===== src/rtl/set_button_conditioner.sv =====
// Turns the two raw set-mode push-buttons into paced single-cycle increment strobes:
// synchronise, debounce, one strobe per press, then delayed auto-repeat while held.
module set_button_conditioner #(
    parameter int unsigned DEBOUNCE_CYCLES     = 32'd1000000,
    parameter int unsigned REPEAT_DELAY_CYCLES = 32'd25000000,
    parameter int unsigned REPEAT_RATE_CYCLES  = 32'd5000000,
    parameter bit          ACTIVE_LOW          = 1'b1
) (
    input  logic clk,
    input  logic reset,
    input  logic enable,
    input  logic key_hours_raw,
    input  logic key_minutes_raw,
    output logic inc_hours,
    output logic inc_minutes,
    output logic pressed_hours,
    output logic pressed_minutes
);

    localparam int unsigned DB_W   = (DEBOUNCE_CYCLES > 32'd1) ? $clog2(DEBOUNCE_CYCLES) : 32'd1;
    localparam int unsigned RP_MAX = (REPEAT_DELAY_CYCLES > REPEAT_RATE_CYCLES) ?
                                     REPEAT_DELAY_CYCLES : REPEAT_RATE_CYCLES;
    localparam int unsigned RP_W   = (RP_MAX > 32'd1) ? $clog2(RP_MAX) : 32'd1;

    localparam logic [DB_W-1:0] DB_LAST    = DB_W'(DEBOUNCE_CYCLES - 32'd1);
    localparam logic [RP_W-1:0] DELAY_LAST = RP_W'(REPEAT_DELAY_CYCLES - 32'd1);
    localparam logic [RP_W-1:0] RATE_LAST  = RP_W'(REPEAT_RATE_CYCLES - 32'd1);
    localparam logic            RELEASED   = ACTIVE_LOW;

    typedef enum logic [1:0] {
        ST_IDLE   = 2'd0,
        ST_DELAY  = 2'd1,
        ST_REPEAT = 2'd2
    } state_e;

    logic [1:0] key_raw_s;
    logic [1:0] inc_s;
    logic [1:0] pressed_s;

    assign key_raw_s = {key_minutes_raw, key_hours_raw};

    genvar ch;
    for (ch = 0; ch < 2; ch++) begin : g_chan
        logic [1:0]      sync_q, sync_d;
        logic            lvl_q, lvl_d;
        logic [DB_W-1:0] db_cnt_q, db_cnt_d;
        logic            pressed_q, pressed_d;
        logic            arm_q, arm_d;
        state_e          state_q, state_d;
        logic [RP_W-1:0] rp_cnt_q, rp_cnt_d;
        logic            inc_q, inc_d;
        logic            rise_s;

        // Synchroniser, polarity normalisation (1 = pressed), debounce and arm tracking
        always_comb begin
            sync_d    = {sync_q[0], key_raw_s[ch]};
            lvl_d     = sync_q[1] ^ ACTIVE_LOW;
            pressed_d = pressed_q;
            db_cnt_d  = '0;
            if (lvl_q != pressed_q) begin
                if (db_cnt_q == DB_LAST) begin
                    pressed_d = ~pressed_q;
                end else begin
                    db_cnt_d = db_cnt_q + 1'b1;
                end
            end else begin
                db_cnt_d = '0;
            end
            // A press that debounces while set mode is off must be released before it counts
            if (!pressed_q) begin
                arm_d = 1'b1;
            end else if (!enable) begin
                arm_d = 1'b0;
            end else begin
                arm_d = arm_q;
            end
            rise_s = pressed_d & ~pressed_q;
        end

        // State register and all channel flops
        always_ff @(posedge clk or posedge reset) begin
            if (reset) begin
                sync_q    <= {2{RELEASED}};
                lvl_q     <= 1'b0;
                db_cnt_q  <= '0;
                pressed_q <= 1'b0;
                arm_q     <= 1'b1;
                state_q   <= ST_IDLE;
                rp_cnt_q  <= '0;
                inc_q     <= 1'b0;
            end else begin
                sync_q    <= sync_d;
                lvl_q     <= lvl_d;
                db_cnt_q  <= db_cnt_d;
                pressed_q <= pressed_d;
                arm_q     <= arm_d;
                state_q   <= state_d;
                rp_cnt_q  <= rp_cnt_d;
                inc_q     <= inc_d;
            end
        end

        // Next-state and repeat counter
        always_comb begin
            state_d  = state_q;
            rp_cnt_d = rp_cnt_q;
            if (!enable) begin
                state_d  = ST_IDLE;
                rp_cnt_d = '0;
            end else begin
                case (state_q)
                    ST_IDLE: begin
                        rp_cnt_d = '0;
                        if (rise_s && arm_q) begin
                            state_d = ST_DELAY;
                        end else begin
                            state_d = ST_IDLE;
                        end
                    end
                    ST_DELAY: begin
                        if (!pressed_d) begin
                            state_d  = ST_IDLE;
                            rp_cnt_d = '0;
                        end else if (rp_cnt_q == DELAY_LAST) begin
                            state_d  = ST_REPEAT;
                            rp_cnt_d = '0;
                        end else begin
                            rp_cnt_d = rp_cnt_q + 1'b1;
                        end
                    end
                    ST_REPEAT: begin
                        if (!pressed_d) begin
                            state_d  = ST_IDLE;
                            rp_cnt_d = '0;
                        end else if (rp_cnt_q == RATE_LAST) begin
                            rp_cnt_d = '0;
                        end else begin
                            rp_cnt_d = rp_cnt_q + 1'b1;
                        end
                    end
                    default: begin
                        state_d  = ST_IDLE;
                        rp_cnt_d = '0;
                    end
                endcase
            end
        end

        // Strobe generation, registered so it lands on the same edge as the state change
        always_comb begin
            inc_d = 1'b0;
            if (enable) begin
                case (state_q)
                    ST_IDLE:   inc_d = rise_s & arm_q;
                    ST_DELAY:  inc_d = pressed_d & (rp_cnt_q == DELAY_LAST);
                    ST_REPEAT: inc_d = pressed_d & (rp_cnt_q == RATE_LAST);
                    default:   inc_d = 1'b0;
                endcase
            end else begin
                inc_d = 1'b0;
            end
        end

        assign inc_s[ch]     = inc_q & enable;
        assign pressed_s[ch] = pressed_q;
    end

    assign inc_hours       = inc_s[0];
    assign inc_minutes     = inc_s[1];
    assign pressed_hours   = pressed_s[0];
    assign pressed_minutes = pressed_s[1];

endmodule


===== config.mk =====
export PLATFORM = sky130hd
export DESIGN_NAME = set_button_conditioner
export DESIGN_NICKNAME = d
export VERILOG_FILES = /design/src/rtl/set_button_conditioner.sv
export SDC_FILE = /design/constraint.sdc
export NUM_CORES = 1
export LEC_CHECK = 0
export CAP_MARGIN = 20
export CORE_UTILIZATION = 59
export CTS_BUF_LIST = sky130_fd_sc_hd__clkbuf_2 sky130_fd_sc_hd__clkbuf_4 sky130_fd_sc_hd__clkbuf_8
export DETAILED_ROUTE_END_ITERATION = 12
export PLACE_DENSITY = 0.75
export SLEW_MARGIN = 10
export SYNTH_ARGS = -nofsm -noshare
export SYNTH_HDL_FRONTEND = slang
export SYNTH_SLANG_ARGS = --single-unit

===== constraint.sdc =====
create_clock -name clk -period 3.15 [get_ports clk]
set_input_delay 0.4725 -clock clk [delete_from_list [all_inputs] [get_ports clk]]
set_output_delay 0.4725 -clock clk [all_outputs]
set_load 0.005 [all_outputs]

## After elaboration in Yosys (flattened, before gate mapping)

Index checks and enable logic that the tools add are counted.

| cells by class | value |
|---|---|
| $add $sub $neg | 4 |
| equal/unequal tests | 18 |
| multiplexer cells | 39 |
| bitwise logic cells | 14 |
| reductions and logical operators | 6 |

Operators by type and width:

| operator | count |
|---|---|
| 2-to-1 mux 25 bit | 10 |
| one-hot mux 25 bit (2 select lines) | 2 |
| 2-to-1 mux 20 bit | 4 |
| adder 25 x 1 -> 25 bit, second input constant | 2 |
| equality test 25 x 23 -> 1 bit, second input constant | 2 |
| equality test 25 bit, second input constant | 2 |
| adder 20 x 1 -> 20 bit, second input constant | 2 |
| equality test 20 bit, second input constant | 2 |
| 2-to-1 mux 2 bit | 8 |
| one-hot mux 2 bit (3 select lines) | 2 |
| 2-to-1 mux 1 bit | 11 |
| AND 1 bit | 10 |
| inequality test 4 bit, second input constant | 2 |
| inequality test 3 bit, second input constant | 2 |
| one-hot mux 1 bit (3 select lines) | 2 |
| equality test 2 x 1 -> 1 bit, second input constant | 2 |
| equality test 2 bit, second input constant | 2 |
| zero test 2 bit | 2 |
| inequality test 2 bit, second input constant | 2 |
| NOT 1 bit | 4 |
| AND reduction 2 bit | 2 |
| logical AND 1 bit | 2 |
| inequality test 1 bit | 2 |

| word-level totals | value |
|---|---|
| flip-flop bits (word level) | 106 |
| output and inout bits | 4 |

## Depth between registers and ports, before layout

Gate-level depths: netlist (run 1).

| logic depth | value |
|---|---|
| word-level depth | 8 |
| gate-level depth with buffers | 8 |
| gate-level depth less buffers | 6 |

## Least setup slack after synthesis (run 1)

No wires, ideal clock.

| path | value |
|---|---|
| path type | register to register |
| start | register g_chan[0].db_cnt_q[7] |
| end | register g_chan[0].rp_cnt_q[17] |
| data arrival time | 2161 ps |
| data required time | 3023 ps |
| setup slack | 862 ps |
| stages on the path, launching flop included | 7 |
| period minus slack after synthesis | 2288 ps |
| cell sequence | dfrtp_1 > or4_1 > or4_4 > o21a_4 > o21ai_4 > buf_8 > nor3_2 |

| on the way | value |
|---|---|
| longest elaborated chain between the ends | 6 |
| elaborated cells between the ends (all ways) | 7 |

Ends and longest elaborated chain:

| element | line | text |
|---|---|---|
| start, declared | 46 | `logic [DB_W-1:0] db_cnt_q, db_cnt_d;` |
| start signal, assigned | 94 | `db_cnt_q <= db_cnt_d;` |
| equality test 20 bit (*) | 61 | `if (db_cnt_q == DB_LAST) begin` |
| 2-to-1 mux 1 bit (*) | 61 |  |
| 2-to-1 mux 1 bit (*) | 60 | `if (lvl_q != pressed_q) begin` |
| 2-to-1 mux 25 bit, on equally long branches | 132, 121 |  |
| one-hot mux 25 bit (2 select lines) (*) | 111 | `case (state_q)` |
| 2-to-1 mux 25 bit (*) | 107 | `if (!enable) begin` |
| via g_chan[0].rp_cnt_d[17] | 50 | `logic [RP_W-1:0] rp_cnt_q, rp_cnt_d;` |
| end signal, assigned | 98 | `rp_cnt_q <= rp_cnt_d;` |
| end, declared | 50 |  |

Mark *: on every way through the listed nets, which the timed path passes. The rest lies on a longest branch.
A chain may end at the register's enable or synchronous reset.

## Worst setup path in the final report (run 1)

| path | value |
|---|---|
| start | register g_chan[1].db_cnt_q[7] |
| end | register g_chan[1].rp_cnt_q[21] |

| on the way | value |
|---|---|
| longest elaborated chain between the ends | 6 |
| elaborated cells between the ends (all ways) | 7 |

Ends and longest elaborated chain:

| element | line |
|---|---|
| start, declared | 46 |
| start signal, assigned | 94 |
| equality test 20 bit (*) | 61 |
| 2-to-1 mux 1 bit (*) | 61 |
| 2-to-1 mux 1 bit (*) | 60 |
| 2-to-1 mux 25 bit, on equally long branches | 132, 121 |
| one-hot mux 25 bit (2 select lines) (*) | 111 |
| 2-to-1 mux 25 bit (*) | 107 |
| via g_chan[1].rp_cnt_d[21] | 50 |
| end signal, assigned | 98 |
| end, declared | 50 |

Marks and branches as above.

==> metrics, run 1 <==
CP cell instances=nor4b_1 -> nand4_1 -> nor3_1 -> o221ai_2 -> buf_6 -> nor3_1; Static Leak=2.28 nW; DR iter-0 viols=155; number of global-route vias before repair=4136; Total Power=2.23 mW; syn nets=583; setup TNS=0 ns; crit path from=g_chan[1].db_cnt_q[7]$_DFF_PP0_; Antenna Cells=0; buffers added on ports=8; Arr. time, crit path=2.87 ns; CTS tree=done; Worst path slowest cell=nor3_1; Post-CTS Setup Bufs=0; die area=0.00988 mm^2; P_int=1.70 mW; I/O pin cnt=9; hpwl dp=7.22 mm; Slew Viols, Final=0; Critical Path RT=3.43 ns; drt total wl=10.5 mm; pwr/cell area=372 mW/mm^2; fin crit period=2.59 ns; most frequent cells in the layout=dfrtp_1, nor3_1, nor2_1, xnor2_1, nand2_1; Worst Skew=0.0144 ns; reg-to-reg slack, setup=0.56 ns; final setup violation count=0; power share of the clock group=0.350; wire per inst=15.2 um; RSZ-0062 raised after global routing=false; FF-to-FF path depth=6; Sw Share=0.235; status=completed; initial antenna violation count=0; Psw=0.523 mW; detailed-route DRC error count=0; CP Depth=6; mean post-synth cell area=9.89 um^2; DR vias=4072; Overflow after GRT=0; CP startpoint kind=flop; measured slew at the worst slew-check pin=0.688 ns; Synth Flop Type=dfrtp_1; Fmax achieved=386 MHz; final non-filler cell total=689; CP bufs+invs=1; Reg2Reg Launch Point=g_chan[1].db_cnt_q[7]$_DFF_PP0_; core area=0.00920 mm^2; row count=35; die height=99.4 um; area delta synth->final=6.86%; Reg clk slew, reported paths=0.11 ns; Worst setup EP type=flop; Post-DRT Antenna Nets=0; Hold Buf Count CTS=0; GR Util All Layers=0.230; commonest non-fill, non-tap cell in the layout=dfrtp_1; CTS Buf Count=9; Peak VDD IR=0.173 mV; Post-Place Cells=672; CP peak stage delay=0.53 ns; CP delay by family, top=simple AND/OR/NAND/NOR gates; cell mode on critical path=nor3_1; RD Place Congestion=0.837; htree depth=3; die width=99.4 um; Synth Cell Area=0.00560 mm^2; fin util=0.650; Distinct cells, synth=48; Comb power frac=0.030; relative slew slack=0.539; final hold violation count=0; sequential cell area fraction in the yosys report=0.475; DR vias/cell=5.91; Ys Warns=0; Final #Nets=590; Final period util=0.822; largest net degree at the start of global routing=42; WS Path Type=reg -> reg; max cap viols=0; number of synthesized flops with an enable pin=0; Max FO, Critical Path=13; DR pass1 iterations=4; CTS root buf=clkbuf_8; Mapped Cells=566; fraction of registers with async set/reset=1.00; Max Buffers Root-to-Sink=2; initial core utilization=0.608; clock latency at the later pin of the worst-skew pair=0.38 ns; Sequential Power Share=0.620; fraction of layout cells with a size suffix above 1=0.114; CTS resizes=0; Seq cells post-synth=106; clock sinks=106; crit path to=g_chan[1].rp_cnt_q[21]$_DFF_PP0_; min-delay worst type=reg -> reg; first-pass GRT wire length=18.2 mm; worst flop-to-flop path endpoint=g_chan[1].rp_cnt_q[21]$_DFF_PP0_
[cells in the mapped netlist, drive strengths merged (3+ instances only)]
cell | number | area share
dfrtp | 100 | 0.45
nor3 | 70 | 0.082
and2 | 7 | 0.0078
nand2 | 35 | 0.023
nor4bb | 4 | 0.0072
xor2 | 32 | 0.050
nand4 | 31 | 0.035
or3 | 7 | 0.0078
ha | 12 | 0.027
a21oi | 11 | 0.011
o31a | 3 | 0.0047
o21ai | 14 | 0.015
inv | 25 | 0.017
or4 | 4 | 0.0060
dfstp | 6 | 0.028
o221ai | 3 | 0.0058
nor2 | 46 | 0.031
and4 | 8 | 0.013
nor3b | 3 | 0.0040
nand3 | 28 | 0.025
nor4 | 16 | 0.018
clkbuf | 15 | 0.010
and3 | 13 | 0.015
xnor2 | 45 | 0.070
buf | 8 | 0.011
o21a | 3 | 0.0054
[state kept, by name (all words and copies together) (netlist names)]
signal	flops
g_chan.rp_cnt_q	50
g_chan.db_cnt_q	40
g_chan.state_q	4
g_chan.sync_q	4
g_chan.arm_q	2
g_chan.inc_q	2
g_chan.lvl_q	2
pressed_hours	1
pressed_minutes	1
[power by group through the flow]
stage	Clock, mW	Combinational (mW)	Sequential [mW]
floorplan	0	0.0443	1.40
global placement	0	0.0688	1.41
detailed placement	0	0.0704	1.41
CTS	0.799	0.0707	1.38
global route	0.846	0.0788	1.38
finish	0.779	0.0676	1.38
[worst reg2reg max path: cells and delay by family, from the launching register on]
kind,cells,cell delay (ns)
buf+inv,1,0.26
simple gates,4,1.40
compound gates,1,0.36
flops,1,0.47
[through the flow]
stage          hold slack (ns)  instance area [um^2]  setup slack, ns
6_report                 0.365                  5980            0.562
5_1_grt                  0.365                  5980            0.406
4_1_cts                  0.360                  5970            0.473
3_5_place_dp             0.356                  5790            0.487
2_1_floorplan            0.345                  5600            0.862
3_3_place_gp             0.346                  5790            0.589
[final cells by class]
| cell class | instances | area (um^2) |
|---|---|---|
| Fill cell | 742 | 3220 |
| Multi-Input combinational cell | 411 | 2720 |
| Sequential cell | 106 | 2660 |
| Timing Repair Buffer | 19 | 179 |
| Clock buffer | 11 | 139 |
| Tap cell | 111 | 139 |
| Inverter | 26 | 101 |
| Clock inverter | 5 | 40.0 |
[kinds of logic (layout without fill, tap and decap cells)]
kind of cell,after synthesis,in the layout,synth area share
AND/OR/NAND/NOR,284,284,0.292
buffers and inverters,49,61,0.0382
multiplexers,2,2,0.00358
adder cells (fa/ha/maj),12,12,0.0268
XOR/XNOR,77,77,0.121
AO/OA/AOI/OAI,36,36,0.0438
flip-flops,106,106,0.475
[how the worst min path moves through the flow]
stage                                       start                            end  slack, ns  depth (start not counted)
CTS                 g_chan[0].sync_q[0]$_DFF_PP1_  g_chan[0].sync_q[1]$_DFF_PP1_       0.36                          0
detailed placement  g_chan[0].sync_q[0]$_DFF_PP1_  g_chan[0].sync_q[1]$_DFF_PP1_       0.36                          0
global placement    g_chan[0].sync_q[0]$_DFF_PP1_  g_chan[0].sync_q[1]$_DFF_PP1_       0.35                          0
global route        g_chan[0].sync_q[0]$_DFF_PP1_  g_chan[0].sync_q[1]$_DFF_PP1_       0.36                          0
finish              g_chan[0].sync_q[0]$_DFF_PP1_  g_chan[0].sync_q[1]$_DFF_PP1_       0.36                          0
floorplan           g_chan[0].sync_q[0]$_DFF_PP1_  g_chan[0].sync_q[1]$_DFF_PP1_       0.35                          0
[layer usage]
metal,up-vias,part of all wire,GRT usage
met4,0,0.016,0.0995
li1,2007,-,-
met1,1993,0.47,0.303
met2,54,0.48,0.374
met5,-,0,0
met3,18,0.026,0.0429
(Power assumes the default switching activity.)
==> inputs of run 2 (changes only) <==
--- a/config.mk
+++ b/config.mk
@@ -6,10 +6,10 @@
 export NUM_CORES = 1
 export LEC_CHECK = 0
 export CAP_MARGIN = 20
-export CORE_UTILIZATION = 59
+export CORE_UTILIZATION = 65
 export CTS_BUF_LIST = sky130_fd_sc_hd__clkbuf_2 sky130_fd_sc_hd__clkbuf_4 sky130_fd_sc_hd__clkbuf_8
 export DETAILED_ROUTE_END_ITERATION = 12
-export PLACE_DENSITY = 0.75
+export PLACE_DENSITY = 0.78
 export SLEW_MARGIN = 10
 export SYNTH_ARGS = -nofsm -noshare
 export SYNTH_HDL_FRONTEND = slang
==> constraint.sdc (replaced) <==
create_clock -name clk -period 2.5 [get_ports clk]
set_input_delay 0.375 -clock clk [delete_from_list [all_inputs] [get_ports clk]]
set_output_delay 0.375 -clock clk [all_outputs]
set_load 0.005 [all_outputs]
==> metrics, run 2 (synthesized netlist as in run 1, its figures left out) <==
status=completed; core area=0.00826 mm^2; fillers=617; WHS=0.349 ns; wire per inst=15.1 um; DR iter-0 viols=136; Hold Buf Count CTS=0; hpwl dp=7.10 mm; CTS Buf Count=9; Max Buffers Root-to-Sink=2; Critical Path RT=2.73 ns; Static Leak=2.32 nW; Post-DRT Antenna Nets=0; CTS resizes=0; Final #Nets=594; die height=94.8 um; min-delay worst type=in -> async; DR vias/cell=5.99; GR Util All Layers=0.252; buffers added on ports=8; Fmax achieved=423 MHz; first-pass GRT wire length=18.0 mm; measured slew at the worst slew-check pin=0.486 ns; final instance area=0.00603 mm^2; setup TNS=0 ns; Regs by FF count=g_chan.rp_cnt_q x50, g_chan.db_cnt_q x40; initial core utilization=0.678; final non-filler cell total=687; die width=94.8 um; row count=33; Arr. time, crit path=2.60 ns; DR vias=4112; DP Area=0.00584 mm^2; Worst Skew=0.0156 ns; Final period util=0.945; final setup violation count=0; RSZ-0062 raised after global routing=false; fraction of layout cells with a size suffix above 1=0.120; max cap viols=0; clock sinks=106; Worst setup EP type=flop; Top reg by flops=g_chan.rp_cnt_q; CTS root buf=clkbuf_8; most frequent cells in the layout=dfrtp_1, nor3_1, nor2_1, xnor2_1, nand2_1; Overflow after GRT=0; CTS tree=done; RD Place Congestion=0.884; relative slew slack=0.675; Post-CTS Setup Bufs=0; fin crit period=2.36 ns; detailed-route DRC error count=0; drt total wl=10.4 mm; htree depth=3; DR pass1 iterations=4; Peak VDD IR=0.304 mV; number of global-route vias before repair=4008; WS Path Type=reg -> reg; Antenna Cells=0; Slew Viols, Final=0; final hold violation count=0; CP startpoint kind=flop; largest net degree at the start of global routing=44; pwr/cell area=469 mW/mm^2; clock latency at the later pin of the worst-skew pair=0.36 ns; commonest non-fill, non-tap cell in the layout=dfrtp_1; area delta synth->final=7.76%; Max FO, Critical Path=26; Reg clk slew, reported paths=0.11 ns; die area=0.00898 mm^2; I/O pin cnt=9; max reg flops=50; initial antenna violation count=0; Post-Place Cells=671
[run 2: final cells by class]
cell class / count / area, um^2 / share of cell area
clock buffers: 10 / 138 / 0.0228
clock inverters: 6 / 47.5 / 0.00789
inverters: 26 / 101 / 0.0168
multi-input cells: 411 / 2720 / 0.451
flip-flops and latches: 106 / 2660 / 0.441
well taps: 105 / 131 / 0.0218
repair buffers: 23 / 230 / 0.0382
[run 2: worst paths after layout]
kind                       depth (start not counted)                            start                               end  slack, ns
setup reg to reg                                   6  g_chan[0].db_cnt_q[7]$_DFF_PP0_   g_chan[0].rp_cnt_q[4]$_DFF_PP0_       0.14
hold reg to reg                                    0    g_chan[0].sync_q[0]$_DFF_PP1_     g_chan[0].sync_q[1]$_DFF_PP1_       0.36
max in group asynchronous                          3                            reset       g_chan[1].arm_q$_DFFE_PP1P_       1.46
min in group clk                                   0    g_chan[0].sync_q[0]$_DFF_PP1_     g_chan[0].sync_q[1]$_DFF_PP1_       0.36
setup / recovery                                   6  g_chan[0].db_cnt_q[7]$_DFF_PP0_   g_chan[0].rp_cnt_q[4]$_DFF_PP0_       0.14
hold / removal                                     2                            reset  g_chan[1].db_cnt_q[13]$_DFF_PP0_       0.35
[run 2: critical path, stage by stage, from the launching register on]
cell and delay (ns):
dfrtp_1 0.43, or4_1 0.52, or4_4 0.59, o21a_4 0.24
o21ai_4 0.14, buf_12 0.21, nor3_1 0.08
[run 2: power breakdown]
group / leakage (nW) / internal, mW / switching (mW)
Clock: 0.0989 / 0.403 / 0.599
Sequential: 1.45 / 1.73 / 0.00993
Combinational: 0.771 / 0.0284 / 0.0610
Total: 2.32 / 2.16 / 0.670
[run 2: per-stage QoR]
step,setup WS (ns),util,power (mW)
floorplan,0.212,-,1.83
detailed placement,0.173,0.708,1.86
global route,0.0290,0.730,2.93
global placement,0.184,0.708,1.86
CTS,0.143,0.730,2.86
finish,0.138,0.730,2.83
[run 2: layer usage]
metal  share of wire  global-route usage  wire length, um
met5               0                   0                0
met4           0.015              0.0871              153
met2            0.49               0.416             5090
met1            0.47               0.341             4890
met3           0.024              0.0362              254
==> inputs of run 3 (changes only) <==
--- a/config.mk
+++ b/config.mk
@@ -6,10 +6,11 @@
 export NUM_CORES = 1
 export LEC_CHECK = 0
 export CAP_MARGIN = 20
-export CORE_UTILIZATION = 65
+export CORE_UTILIZATION = 59
 export CTS_BUF_LIST = sky130_fd_sc_hd__clkbuf_2 sky130_fd_sc_hd__clkbuf_4 sky130_fd_sc_hd__clkbuf_8
 export DETAILED_ROUTE_END_ITERATION = 12
-export PLACE_DENSITY = 0.78
+export PLACE_DENSITY = 0.75
+export SETUP_SLACK_MARGIN = 0.05
 export SLEW_MARGIN = 10
 export SYNTH_ARGS = -nofsm -noshare
 export SYNTH_HDL_FRONTEND = slang
==> constraint.sdc (replaced) <==
create_clock -name clk -period 2 [get_ports clk]
set_input_delay 0.3 -clock clk [delete_from_list [all_inputs] [get_ports clk]]
set_output_delay 0.3 -clock clk [all_outputs]
set_load 0.005 [all_outputs]
==> metrics, run 3 (synthesized netlist as in run 1, its figures left out) <==
RD Place Congestion=0.868; reg-to-reg slack, setup=-0.31 ns; htree depth=3; CP startpoint kind=flop; worst flop-to-flop path endpoint=g_chan[0].rp_cnt_q[3]$_DFF_PP0_; wire per inst=17.4 um; Regs by FF count=g_chan.rp_cnt_q x50, g_chan.db_cnt_q x40; fraction of layout cells with a size suffix above 1=0.263; clock latency at the later pin of the worst-skew pair=0.38 ns; clock sinks=106; detailed-route DRC error count=0; Max FO, Critical Path=26; die height=99.4 um; CTS tree=done; max cap viols=0; violated checks=setup timing; DR iter-0 viols=251; Worst setup EP type=flop; CTS Buf Count=9; Psw=0.872 mW; RSZ-0062 raised after global routing=true; Slew Viols, Final=0; GR Util All Layers=0.263; final non-filler cell total=754; Worst path slowest cell=or4_4; CP cell instances=or4_1 -> or4_4 -> o21a_4 -> o21ai_4 -> buf_12 -> nor3_1; Total Power=3.71 mW; Top reg by flops=g_chan.rp_cnt_q; pwr/cell area=531 mW/mm^2; number of global-route vias before repair=4458; Sw Share=0.235; register area=0.00266 mm^2; first-pass GRT wire length=20.6 mm; DR pass1 iterations=5; P_int=2.84 mW; Sequential Power Share=0.586; WS Path Type=reg -> reg; Reg clk slew, reported paths=0.11 ns; hpwl dp=7.76 mm; relative slew slack=0.595; I/O pin cnt=9; Comb power frac=0.035; core area=0.00920 mm^2; buffers added on ports=8; measured slew at the worst slew-check pin=0.608 ns; min-delay worst type=in -> async; status=finished with violations; CTS root buf=clkbuf_8; Post-Place Cells=722; drt total wl=13.1 mm; fillers=616; commonest non-fill, non-tap cell in the layout=dfrtp_1; Worst Skew=0.0106 ns; Post-DRT Antenna Nets=0; Peak VDD IR=0.545 mV; FF-to-FF path depth=6; fin crit period=2.31 ns; Overflow after GRT=0; initial antenna violation count=0; Antenna Cells=0; die width=99.4 um; DR vias/cell=6.05; max reg flops=50; Hold Buf Count CTS=0; Max Buffers Root-to-Sink=2; row count=35; area delta synth->final=24.8%; DR vias=4565; die area=0.00988 mm^2; Arr. time, crit path=2.58 ns; Critical Path RT=2.27 ns; Static Leak=2.97 nW; Final #Nets=655; Fmax achieved=433 MHz; most frequent cells in the layout=dfrtp_1, buf_4, nor2_1, xnor2_1, nand2_1; largest net degree at the start of global routing=49; Reg2Reg Launch Point=g_chan[0].db_cnt_q[12]$_DFF_PP0_; initial core utilization=0.608; Final period util=1.16; power share of the clock group=0.379; multi-input logic area=0.00305 mm^2; CP peak stage delay=0.59 ns; final hold violation count=0; final worst slack=-0.311 ns; fin util=0.760; final setup violation count=75
## run 3: cell types whose count changed in the layout (fill, tap and decap cells not counted), sizes merged
cell	change
buf	+58
clkbuf	+3
bufinv	+1
clkinv	-1
## run 3: how the worst max path moves through the flow
stage                                startpoint                               end  slack (ns)  cells past startpoint
4_1_cts        g_chan[0].db_cnt_q[12]$_DFF_PP0_   g_chan[0].rp_cnt_q[3]$_DFF_PP0_       -0.27                      6
2_1_floorplan  g_chan[0].db_cnt_q[11]$_DFF_PP0_  g_chan[0].rp_cnt_q[17]$_DFF_PP0_       -0.26                      6
3_5_place_dp   g_chan[0].db_cnt_q[12]$_DFF_PP0_   g_chan[0].rp_cnt_q[6]$_DFF_PP0_       -0.27                      6
5_1_grt        g_chan[0].db_cnt_q[12]$_DFF_PP0_         g_chan[0].inc_q$_DFF_PP0_       -0.35                      6
6_report       g_chan[0].db_cnt_q[12]$_DFF_PP0_   g_chan[0].rp_cnt_q[3]$_DFF_PP0_       -0.31                      6
3_3_place_gp   g_chan[0].db_cnt_q[12]$_DFF_PP0_  g_chan[0].rp_cnt_q[22]$_DFF_PP0_       -0.23                      6
## run 3: layout make-up
class / instances / area share
Multi-Input combinational cell: 411 / 0.436
Tap cell: 111 / 0.0199
Timing Repair Buffer: 84 / 0.119
Inverter: 26 / 0.0145
Clock buffer: 10 / 0.0197
Sequential cell: 106 / 0.381
Clock inverter: 6 / 0.0104
## run 3: routing by layer
| layer | share of wire | GRT usage |
|---|---|---|
| met1 | 0.41 | 0.336 |
| met2 | 0.51 | 0.452 |
| met3 | 0.048 | 0.0583 |
| met4 | 0.027 | 0.0747 |
| met5 | 0 | 0 |
## run 3: power by group through the flow
stage / clock network, mW / logic [mW] / registers (mW)
after floorplan: 0 / 0.0712 / 2.21
after global placement: 0 / 0.115 / 2.21
after detailed placement: 0 / 0.120 / 2.22
after CTS: 1.43 / 0.122 / 2.17
after global routing: 1.51 / 0.147 / 2.18
final: 1.41 / 0.130 / 2.17
## run 3: critical path: cells and delay by family (launching register included)
| family | cells | cell delay, ns |
|---|---|---|
| AOI/OAI and AO/OA | 2 | 0.38 |
| buffers and inverters | 1 | 0.22 |
| DFF | 1 | 0.40 |
| and+or+nand+nor | 3 | 1.19 |
## run 3: metrics by stage
stage	setup TNS, ns	instance area, um^2	hold WS, ns	setup slack (ns)
2_1_floorplan	-6.10	5640	0.304	-0.260
3_3_place_gp	-7.24	6240	0.347	-0.233
3_5_place_dp	-9.64	6240	0.347	-0.275
4_1_cts	-9.97	6710	0.272	-0.273
5_1_grt	-18.81	6990	0.287	-0.351
6_report	-15.14	6990	0.275	-0.311
## run 3: what timing repair did
item                                    CTS  global route
pin swaps                                24            19
resized for setup                        33            28
endpoints found under the setup margin   74            75
buffers inserted                          7             4
cloned                                    2             3
==> RTL edit: new RTL, settings of run 2 <==
The parameter `REPEAT_DELAY_CYCLES` goes from 32'd25000000 to 32'd12500000.
--- a/src/rtl/set_button_conditioner.sv
+++ b/src/rtl/set_button_conditioner.sv
@@ -2,7 +2,7 @@
 // synchronise, debounce, one strobe per press, then delayed auto-repeat while held.
 module set_button_conditioner #(
     parameter int unsigned DEBOUNCE_CYCLES     = 32'd1000000,
-    parameter int unsigned REPEAT_DELAY_CYCLES = 32'd25000000,
+    parameter int unsigned REPEAT_DELAY_CYCLES = 32'd12500000,
     parameter int unsigned REPEAT_RATE_CYCLES  = 32'd5000000,
     parameter bit          ACTIVE_LOW          = 1'b1
 ) (
Behaviour: same outputs for any inputs over 10 cycles, from zero or initial values and one cycle with reset high; that may be too few to reach the edited logic, so the function may still have changed.
==> RTL edit against run 2 <==
Total power up 5.0%; highest routed layer unchanged; cell count down 2.6%; via count down 2.5%; hold slack worse by 39 ps; largest power group unchanged; clock power up 19%; routed wire length down 3.2%; sequential cell count down 2; combinational power down 11%; global-route usage up 0.41 points; final area down 2.9%; worst setup slack better by 9.4 ps; critical path type unchanged; area after synthesis down 3.9%; critical path depth unchanged.
==> RTL edit: results <==
group,metric,value,unit
yosys,syn-num-nets,562,
yosys,synth_compound_area_share,3.05,%
yosys,ys_seq_area_share,48.5,%
pwr,pwr-share-comb,2.7,%
global_route,grt_pass1_vias,3936,
drt,routed-via-count,4009,
drt,wl_per_cell,15.0,um
drt,drtPass1Iterations,5,
place,dpl.cell_count,653,
worst_setup_path,startpoint,"g_chan[0].rp_cnt_q[8]",
finish,top_regs,"g_chan.rp_cnt_q: 48 flops, g_chan.db_cnt_q: 40 flops",
yosys,netlist_top_cells_count,"dfrtp_1 (98), nor3_1 (59), xor2_1 (52), nor2_1 (51), nand2_1 (44)",
pwr,p_clk_share,39.9,%
global_route,grt_pass1_wl,17700,um
sta,clock_skew,9.63,ps
place,place_worst_setup_slack,194,ps
place,post_dp_cell_area,5630,sq um
finish,drive_above_1_share,8.99,%
worst_setup_path,crit_end,"g_chan[0].rp_cnt_q[6]",
global_route,grt_max_degree,65,
status,outcome,"finished, final reports clean",
finish,fin_nets,579,
worst_setup_path,cp_max_fo,12,
drt,viasPerCell,5.99,
place,gp_congestion,0.850,
yosys,ys_types,50,
pwr,p_clk,0.00119,W
global_route,grt_use_total,25.6,%
sta,hold_ws,311,ps
RTL edit: changes by cell type in the layout (fill, tap and decap cells not counted), sizes merged, moves of 10 or more:
cell,change
nand4,-10
inv,-10
o21ai,-10
xnor2,-17
xor2,+20
RTL edit: kinds of logic after synthesis:
kind of cell	count (synthesis)
flops	104
mux	3
buf+inv	34
simple gates	290
fa+ha+maj	12
compound gates	22
xor+xnor	80
RTL edit: area by class of cell:
| class | count | area (sq um) |
|---|---|---|
| multi-input cells | 407 | 2610 |
| flip-flops and latches | 104 | 2610 |
| inverters | 18 | 71.3 |
| clock buffers | 11 | 151 |
| repair buffers | 22 | 210 |
| fillers | 564 | 1990 |
| well taps | 102 | 128 |
| clock inverters | 5 | 78.8 |
RTL edit: per-layer routing:
metal  global-route usage, %  wire [um]
met3                    5.04        371
met2                    40.9       4840
met4                    7.82        108
met1                    35.6       4740
met5                       0          0
